[src/rtl/ecall_service_unit.sv]
// ecall_service_unit: services ECALLs from retiring instructions (print-int, print-char, exit,
// exit-with-code) and buffers print requests in a FIFO drained over valid/ready.
// The FIFO applies stall back-pressure to the core. A no-retire watchdog can force a halt.
// A halt drains the FIFO before the block stops, and unknown service codes set a sticky error.
// Optional macro ECALL_COUNTERS_EN builds 64-bit cycle/instret counters (tied to 0 otherwise).
// Ports:
//    clock, reset           rising-edge clock, synchronous active-high reset
//    retire_valid           retire strobe, with instruction/pc/a0/a1 of the retiring instruction
//    stall                  combinational hold request (print ECALL hits a full FIFO)
//    out_valid/kind/data    FIFO head (kind 0=int, 1=char), popped by out_ready
//    halt, done, halt_code  halt request to the core, drained-and-halted flag, exit status
//    err                    sticky unknown-service-code flag
//    cycle_count            cycle counter (0 unless ECALL_COUNTERS_EN)
//    instret_count          retired-instruction counter (0 unless ECALL_COUNTERS_EN)
module ecall_service_unit #(
   parameter int XLEN        = 32,
   parameter int FIFO_DEPTH  = 8,
   parameter int WDOG_CYCLES = 100000
) (
   input  logic            clock,
   input  logic            reset,
   input  logic            retire_valid,
   input  logic [31:0]     instruction,
   input  logic [XLEN-1:0] pc,
   input  logic [XLEN-1:0] a0,
   input  logic [XLEN-1:0] a1,
   output logic            stall,
   output logic            out_valid,
   output logic            out_kind,
   output logic [XLEN-1:0] out_data,
   input  logic            out_ready,
   output logic            halt,
   output logic            done,
   output logic [XLEN-1:0] halt_code,
   output logic            err,
   output logic [63:0]     cycle_count,
   output logic [63:0]     instret_count
);
   localparam int AW = (FIFO_DEPTH > 1) ? $clog2(FIFO_DEPTH) : 1;
   localparam int WW = (WDOG_CYCLES > 1) ? $clog2(WDOG_CYCLES + 1) : 1;
   typedef enum logic [1:0] {RUN, HALTING, HALTED} state_t;
   state_t            state_q, state_d;
   logic [XLEN:0]     mem_q [FIFO_DEPTH];
   logic [XLEN:0]     mem_d [FIFO_DEPTH];
   logic [AW-1:0]     wr_q, wr_d, rd_q, rd_d;
   logic [AW:0]       count_q, count_d;
   logic [WW-1:0]     wdog_q, wdog_d;
   logic [XLEN-1:0]   halt_code_q, halt_code_d;
   logic              err_q, err_d, seen_q, seen_d;
   logic              is_ecall, is_print, is_exit, is_exit_code, full, run, accept, push, pop;
   logic              pcz_hit, wdog_hit, halt_cause;
   logic [XLEN-1:0]   cause_code;
   assign run          = state_q == RUN;
   assign is_ecall     = retire_valid && instruction == 32'h0000_0073;
   assign is_print     = is_ecall && (a0 == XLEN'(1) || a0 == XLEN'(11));
   assign is_exit      = is_ecall && a0 == XLEN'(10);
   assign is_exit_code = is_ecall && a0 == XLEN'(93);
   assign full         = count_q == (AW+1)'(FIFO_DEPTH);
   // Stall ignores a same-cycle pop so that it depends only on registered FIFO state.
   assign stall        = is_print && full && run;
   assign accept       = retire_valid && !stall && run;
   assign push         = accept && is_print;
   assign out_valid    = count_q != '0;
   assign pop          = out_valid && out_ready;
   assign out_kind     = out_valid ? mem_q[rd_q][XLEN] : 1'b0;
   assign out_data     = out_valid ? mem_q[rd_q][XLEN-1:0] : '0;
   // pc==0 after an earlier retire means the program jumped through a null pointer or returned off main.
   assign pcz_hit      = accept && seen_q && pc == '0;
   assign wdog_hit     = WDOG_CYCLES != 0 && run && !accept && 32'(wdog_q) + 32'd1 == 32'(WDOG_CYCLES);
   assign halt_cause   = (accept && (is_exit || is_exit_code)) || pcz_hit || wdog_hit;
   assign cause_code   = (accept && is_exit_code) ? a1 :
                         (accept && is_exit) ? '0 :
                         pcz_hit ? '1 : XLEN'(32'hDEAD_0001);
   assign halt         = state_q != RUN;
   assign done         = state_q == HALTED;
   assign halt_code    = halt_code_q;
   assign err          = err_q;
   always_comb begin
      mem_d       = mem_q;
      wr_d        = wr_q + AW'(push);
      rd_d        = rd_q + AW'(pop);
      count_d     = count_q + (AW+1)'(push) - (AW+1)'(pop);
      seen_d      = seen_q || accept;
      err_d       = err_q || (accept && is_ecall && !is_print && !is_exit && !is_exit_code);
      wdog_d      = (!run || accept || WDOG_CYCLES == 0) ? '0 : wdog_q + 1'b1;
      halt_code_d = (run && halt_cause) ? cause_code : halt_code_q;
      state_d     = state_q;
      if (push)
         mem_d[wr_q] = a0 == XLEN'(11) ? {1'b1, XLEN'(a1[7:0])} : {1'b0, a1};
      case (state_q)
         RUN:     state_d = halt_cause ? HALTING : RUN;
         HALTING: state_d = count_q == '0 ? HALTED : HALTING;
         default: state_d = HALTED;
      endcase
   end
   always_ff @(posedge clock) begin
      if (reset) begin
         state_q     <= RUN;
         wr_q        <= '0;
         rd_q        <= '0;
         count_q     <= '0;
         wdog_q      <= '0;
         halt_code_q <= '0;
         err_q       <= 1'b0;
         seen_q      <= 1'b0;
      end else begin
         state_q     <= state_d;
         wr_q        <= wr_d;
         rd_q        <= rd_d;
         count_q     <= count_d;
         wdog_q      <= wdog_d;
         halt_code_q <= halt_code_d;
         err_q       <= err_d;
         seen_q      <= seen_d;
      end
   end
   // Storage needs no reset: entries are only visible through count_q.
   always_ff @(posedge clock) mem_q <= mem_d;
`ifdef ECALL_COUNTERS_EN
   logic [63:0] cyc_q, cyc_d, ins_q, ins_d;
   always_comb begin
      cyc_d = done ? cyc_q : cyc_q + 64'd1;
      ins_d = accept ? ins_q + 64'd1 : ins_q;
   end
   always_ff @(posedge clock) begin
      if (reset) begin
         cyc_q <= '0;
         ins_q <= '0;
      end else begin
         cyc_q <= cyc_d;
         ins_q <= ins_d;
      end
   end
   assign cycle_count   = cyc_q;
   assign instret_count = ins_q;
`else
   assign cycle_count   = '0;
   assign instret_count = '0;
`endif
endmodule

[config.mk]
export PLATFORM = sky130hd
export DESIGN_NAME = ecall_service_unit
export DESIGN_NICKNAME = d
export VERILOG_FILES = /design/src/rtl/ecall_service_unit.sv
export SDC_FILE = /design/constraint.sdc
export NUM_CORES = 1
export LEC_CHECK = 0
export BUFFER_PORTS_ARGS = -buffer_cell sky130_fd_sc_hd__buf_2
export CORE_ASPECT_RATIO = 0.8
export CORE_MARGIN = 2
export CORE_UTILIZATION = 40
export DETAILED_ROUTE_END_ITERATION = 8
export GPL_ROUTABILITY_DRIVEN = 0
export PLACE_DENSITY = 0.68
export SETUP_SLACK_MARGIN = 0.4
export SLEW_MARGIN = 0
export SYNTH_ARGS = -nofsm -noshare
export SYNTH_HDL_FRONTEND = slang
export SYNTH_SLANG_ARGS = --single-unit
[constraint.sdc]
create_clock -name clock -period 8.3 [get_ports clock]
set_clock_uncertainty 0.15 [all_clocks]
set_input_delay 1.66 -clock clock [delete_from_list [all_inputs] [get_ports clock]]
set_output_delay 1.66 -clock clock [all_outputs]
set_load 0.01 [all_outputs]
==> summary.txt, run 1 <==
crit path launch -> rd_q[0]
HP Class -> flip-flop to flip-flop
layout cells sized above 1 -> 29.7%
commonest non-fill, non-tap cell in the layout -> edfxtp_1
most used flip-flop cell after synthesis -> edfxtp_1
Syn. warnings -> 0
Die Span Y -> 173 um
Avg Cell Area, Syn -> 15.1 um2
area growth from synthesis to layout -> 16.0%
critical path class -> flip-flop to output port
FF+latch count, synth -> 327
hold depth -> 1
# setup viols final -> 0
post-layout util -> 47.4%
Max Freq -> 0.200 GHz
Synth async-reset ratio -> 0%
clock sink count -> 327
Worst Path Arrival -> 3.18 ns
initial antenna violation count -> 4
post_cts resized -> 0
reg2reg start -> state_q[0]
GRT Util Overall -> 16.8%
clock tree from TritonCTS -> yes
input/output buffers -> 201
area share of the largest cell type after synthesis -> 55.5%
reg2reg path depth -> 7
Routed wire per std cell -> 19.3 um
Yosys cell types -> 52
Startpoint Class -> flip-flop
Reg-to-Reg End -> mem_q[46]
final worst slack -> 3.31 ns
WL final -> 31900 um
final hold viol count -> 0
reg-to-reg slack, setup -> 4.61 ns
outcome -> complete, no violations
Die X-Extent -> 215 um
number of buffers created by CTS -> 34
CP required -> 6.49 ns
Place WS -> 3.29 ns
vias per inst -> 4.88
HPWL after DPL -> 20200 um
RSZ-0062 raised after global routing -> no
first drt pass iteration count -> 4
Initial Util -> 40.8%
Via Count -> 8082
max_slew headroom -> 17.3%
number of flops mapped to enable cells by yosys -> 264
peak supply drop -> 0.000112 V
Final min period -> 4.99 ns
Power per Cell Area -> 261 nW/um2
HP Start -> halt_code[28]
insertion delay to the later sink of the worst-skew pair -> 0.52 ns
core footprint -> 35000 um2
period utilization -> 60.1%
WHS Endpoint -> halt_code[28]
Root Driver -> clkbuf_16
Power, Total -> 4.33 mW
pin count of the biggest net entering global routing -> 68
post-synthesis sequential area ratio -> 64.4%
GR Overflow Total -> 0
clock transition at the registers of the reported paths -> 0.06 ns
Layout Nets -> 1301
Max Transition Viols Final -> 0
maximum root-to-sink buffer count -> 3
DRC Markers -> 0
die area -> 37200 um2
# rows -> 61
first-iteration detailed-routing DRC count -> 583
Routed Antenna Nets -> 0
vias in the first global route -> 8114
first-pass GRT wire length -> 47300 um
Max Cap Violations -> 0
peak fanout along the critical path -> 38
postcts setup bufs -> 0
worst slew pin tran -> 1.24 ns
most frequent cells in the layout -> edfxtp_1, buf_2, conb_1
Setup TNS -> 0 ns
Post-Syn Area -> 14300 um2
Setup crit end kind -> output port
Area contributors post-synth -> edfxtp_1, mux4_2, dfxtp_1, buf_4, nor2_1
total I/O pin count -> 330
Leak -> 5.94 nW
area leader, netlist -> edfxtp_1
H-tree depth -> 2
Syn Inst Count -> 947
# hold bufs at CTS -> 0
-- worst max-delay path, cell delays in order (launching register included) --
cell     delay, ns
dfxtp_4       0.86
buf_4         0.63
mux4_2        0.58
mux2i_1       0.30
nor2_1        0.08
buf_2         0.19
-- cells by family after synthesis --
| group | synth area share, % |
|---|---|
| other | 0.0263 |
| and+or+nand+nor | 8.50 |
| DFF | 64.4 |
| buffers and inverters | 8.31 |
| muxes | 12.8 |
| AOI/OAI and AO/OA | 3.51 |
| xor gates and xnor gates | 1.29 |
| adders and majority gates | 1.19 |
-- how the worst max path moves through the flow --
| stage | end | slack [ns] | cells after the start |
|---|---|---|---|
| after floorplan | mem_q[231] | 2.65 | 6 |
| after global placement | stall | 3.32 | 6 |
| after detailed placement | stall | 3.29 | 6 |
| after CTS | out_data[24] | 3.11 | 5 |
| after global routing | out_data[24] | 3.01 | 5 |
| final | out_data[24] | 3.31 | 5 |
-- registers in the layout (all words and copies together), names as in the netlist --
signal,cells
state_q,2
wdog_q,17
count_q,4
wr_q,3
seen_q,1
err,1
halt_code,32
mem_q,264
rd_q,3
-- stage by stage --
stage	cells	hold WS (ns)	cell area [um2]
6_report	1655	0.312	16600
5_1_grt	1655	0.328	16600
4_1_cts	1654	0.319	16600
3_5_place_dp	1592	0.305	15400
3_3_place_gp	1592	0.299	15400
2_1_floorplan	1074	0.279	14800
-- final cells by class --
type	count	area (um2)
multi-input cells	566	4450
well taps	472	591
flip-flops and latches	327	9200
repair buffers	214	1100
diodes	1	2.50
inverters	13	48.8
fillers	3083	18400
clock buffers	46	926
clock inverters	16	249
-- synthesized netlist by cell type (5+ instances only) --
cell type and instances:
buf_1 11, nor2b_1 31, nor3_1 9, nor4_1 19, edfxtp_1 264, xor2_1 11, o21a_1 13, mux2i_1 34
nor2_1 93, nand4_1 11, nand3_1 11, clkbuf_1 20, xnor2_1 10, nand2_1 32, and4_1 5, ha_1 12
buf_2 6, a21oi_1 20, buf_4 129, inv_1 13, dfxtp_1 63, a2bb2oi_1 19, mux4_2 66
-- report_power, final --
| group | leakage [nW] | switching, mW | internal, mW |
|---|---|---|---|
| logic | 2.49 | 0.427 | 0.403 |
| registers | 2.87 | 0.0990 | 1.80 |
| clock network | 0.573 | 0.618 | 0.977 |
-- per-layer routing --
metal / track usage, % / part of all wire [%]
met1: 21.6 / 42
met2: 28.8 / 50
met3: 3.38 / 5.4
met4: 4.91 / 1.9
met5: 0 / 0.044
No activity file was read; power rests on OpenSTA's default activity.
==> inputs of run 2 (changes only) <==
--- a/config.mk
+++ b/config.mk
@@ -11,7 +11,7 @@
 export CORE_UTILIZATION = 40
 export DETAILED_ROUTE_END_ITERATION = 8
 export GPL_ROUTABILITY_DRIVEN = 0
-export PLACE_DENSITY = 0.68
+export PLACE_DENSITY = 0.71
 export SETUP_SLACK_MARGIN = 0.4
 export SLEW_MARGIN = 0
 export SYNTH_ARGS = -nofsm -noshare
==> constraint.sdc (replaced) <==
create_clock -name clock -period 4.4 [get_ports clock]
set_clock_uncertainty 0.15 [all_clocks]
set_input_delay 0.88 -clock clock [delete_from_list [all_inputs] [get_ports clock]]
set_output_delay 0.88 -clock clock [all_outputs]
set_load 0.01 [all_outputs]
==> run 2 against run 1 <==
Critical path depth did not move; non-clock buffer count increased by 10; utilization up 0.054 points; setup slack got worse by 2.5 ns; combinational power increased by 96%; design area increased by 0.11%; first-iteration DRC count shrank 13%; sequential power increased by 87%; die area unchanged; power grew 84%; via count rose by 0.47%; critical path type unchanged; highest routed layer unchanged.
==> summary.txt, run 2 (synthesis gave the netlist of run 1 again) <==
RSZ-0062 raised after global routing -> no
first-iteration detailed-routing DRC count -> 508 (-13%)
Fillers -> 3047 (-1.2%)
peak supply drop -> 0.000245 V (+120%)
input/output buffers -> 201 (unchanged)
most flop-heavy register -> mem_q
Max Freq -> 0.278 GHz
outcome -> complete, no violations
Die Span Y -> 173 um (unchanged)
Routed Antenna Nets -> 0 (unchanged)
WL final -> 30900 um (-3.0%)
die area -> 37200 um2 (unchanged)
worst slew pin tran -> 0.901 ns (-0.339 ns)
Largest register FFs -> 264 (unchanged)
Root Driver -> clkbuf_16
Routed wire per std cell -> 18.6 um (-3.6%)
Layout Nets -> 1311 (+0.77%)
crit path launch -> rd_q[0]
vias per inst -> 4.88 (-0.13%)
H-tree depth -> 2 (unchanged)
maximum root-to-sink buffer count -> 3 (unchanged)
Inst Count DP -> 1602 (+0.63%)
Startpoint Class -> flip-flop
Slowest Stage Delay on Critical Path -> 0.69 ns (-0.17 ns)
period utilization -> 81.9%
DRC Markers -> 0 (unchanged)
clock tree from TritonCTS -> yes
core footprint -> 35000 um2 (unchanged)
GR Overflow Total -> 0 (unchanged)
clock transition at the registers of the reported paths -> 0.06 ns (about the same)
HP Class -> flip-flop to flip-flop
non-filler instance count after layout -> 1665 (+0.60%)
slowest CP cell -> dfxtp_4
Max Cap Violations -> 0 (unchanged)
Max Transition Viols Final -> 0 (unchanged)
Final min period -> 3.60 ns
first-pass GRT wire length -> 47000 um (-0.80%)
# hold bufs at CTS -> 0 (unchanged)
area growth from synthesis to layout -> 16.2%
pin count of the biggest net entering global routing -> 56 (-18%)
postcts setup bufs -> 0 (unchanged)
most frequent cells in the layout -> edfxtp_1, buf_2, conb_1
# rows -> 61 (unchanged)
first drt pass iteration count -> 4 (unchanged)
number of buffers created by CTS -> 34 (unchanged)
final hold viol count -> 0 (unchanged)
critical path class -> flip-flop to output port
Power per Cell Area -> 480 nW/um2 (+84%)
CP delay by family, top -> multiplexers
# setup viols final -> 0 (unchanged)
Initial Util -> 40.8% (unchanged)
reg2reg start -> wdog_q[0]
clock sink count -> 327 (unchanged)
peak fanout along the critical path -> 29 (-24%)
CP bufs+invs -> 2 (unchanged)
insertion delay to the later sink of the worst-skew pair -> 0.51 ns (about the same)
Worst Path Arrival -> 2.57 ns (-0.61 ns)
Die X-Extent -> 215 um (unchanged)
Leak -> 5.93 nW (-0.10%)
HPWL after DPL -> 20300 um (+0.78%)
HP Start -> halt_code[30]
total I/O pin count -> 330 (unchanged)
reg2reg path depth -> 9 (+2)
crit path cell chain -> buf_12 -> mux4_2 -> mux2i_1 -> nor2_1 -> buf_2
Setup crit end kind -> output port
Crit. path cell count -> 5 (unchanged)
commonest non-fill, non-tap cell in the layout -> edfxtp_1
CP required -> 3.37 ns (-3.12 ns)
vias in the first global route -> 8143 (+0.36%)
initial antenna violation count -> 2 (-2)
hold depth -> 1 (unchanged)
GRT Util Overall -> 16.4% (-0.40 points)
Setup TNS -> 0 ns (unchanged)
layout cells sized above 1 -> 29.9% (+0.25 points)
max_slew headroom -> 40.0% (+23 points)
Via Count -> 8120 (+0.47%)
post_cts resized -> 0 (unchanged)
run 2: path summary, 6_finish.rpt:
check             endpoint  slack, ns
max            out_data[0]       0.80
min          halt_code[30]       0.31
max reg2reg  halt_code[15]       1.13
min reg2reg  halt_code[30]       0.31
run 2: final cells by class:
cell class	instances	area [um2]	area share, %
Clock inverter	13	134	0.807
Tap cell	472	591	3.56
Timing Repair Buffer	224	1200	7.26
Clock buffer	49	947	5.71
Inverter	13	48.8	0.294
Multi-Input combinational cell	566	4460	26.9
Antenna cell	1	2.50	0.0151
Sequential cell	327	9200	55.5
run 2: power breakdown:
part	internal (mW)	switching, mW
Sequential	3.40	0.151
Combinational	0.797	0.837
Clock	1.63	1.15
run 2: stage by stage:
stage               utilization (%)  hold WS (ns)  setup WS [ns]  instance area (um2)  power, mW
floorplan                         -         0.279          0.411                14800       4.75
global placement               44.3         0.297          0.769                15500       5.28
detailed placement             44.3         0.299          0.670                15500       5.30
CTS                            47.4         0.313          0.660                16600       8.09
global route                   47.4         0.328          0.554                16600       8.34
finish                         47.4         0.309          0.798                16600       7.96
run 2: routing by layer:
layer	GRT usage (%)	part of all wire (%)
met2	27.2	50
met3	3.10	6.6
met4	6.03	2.9
met1	21.4	41
met5	0	0.023
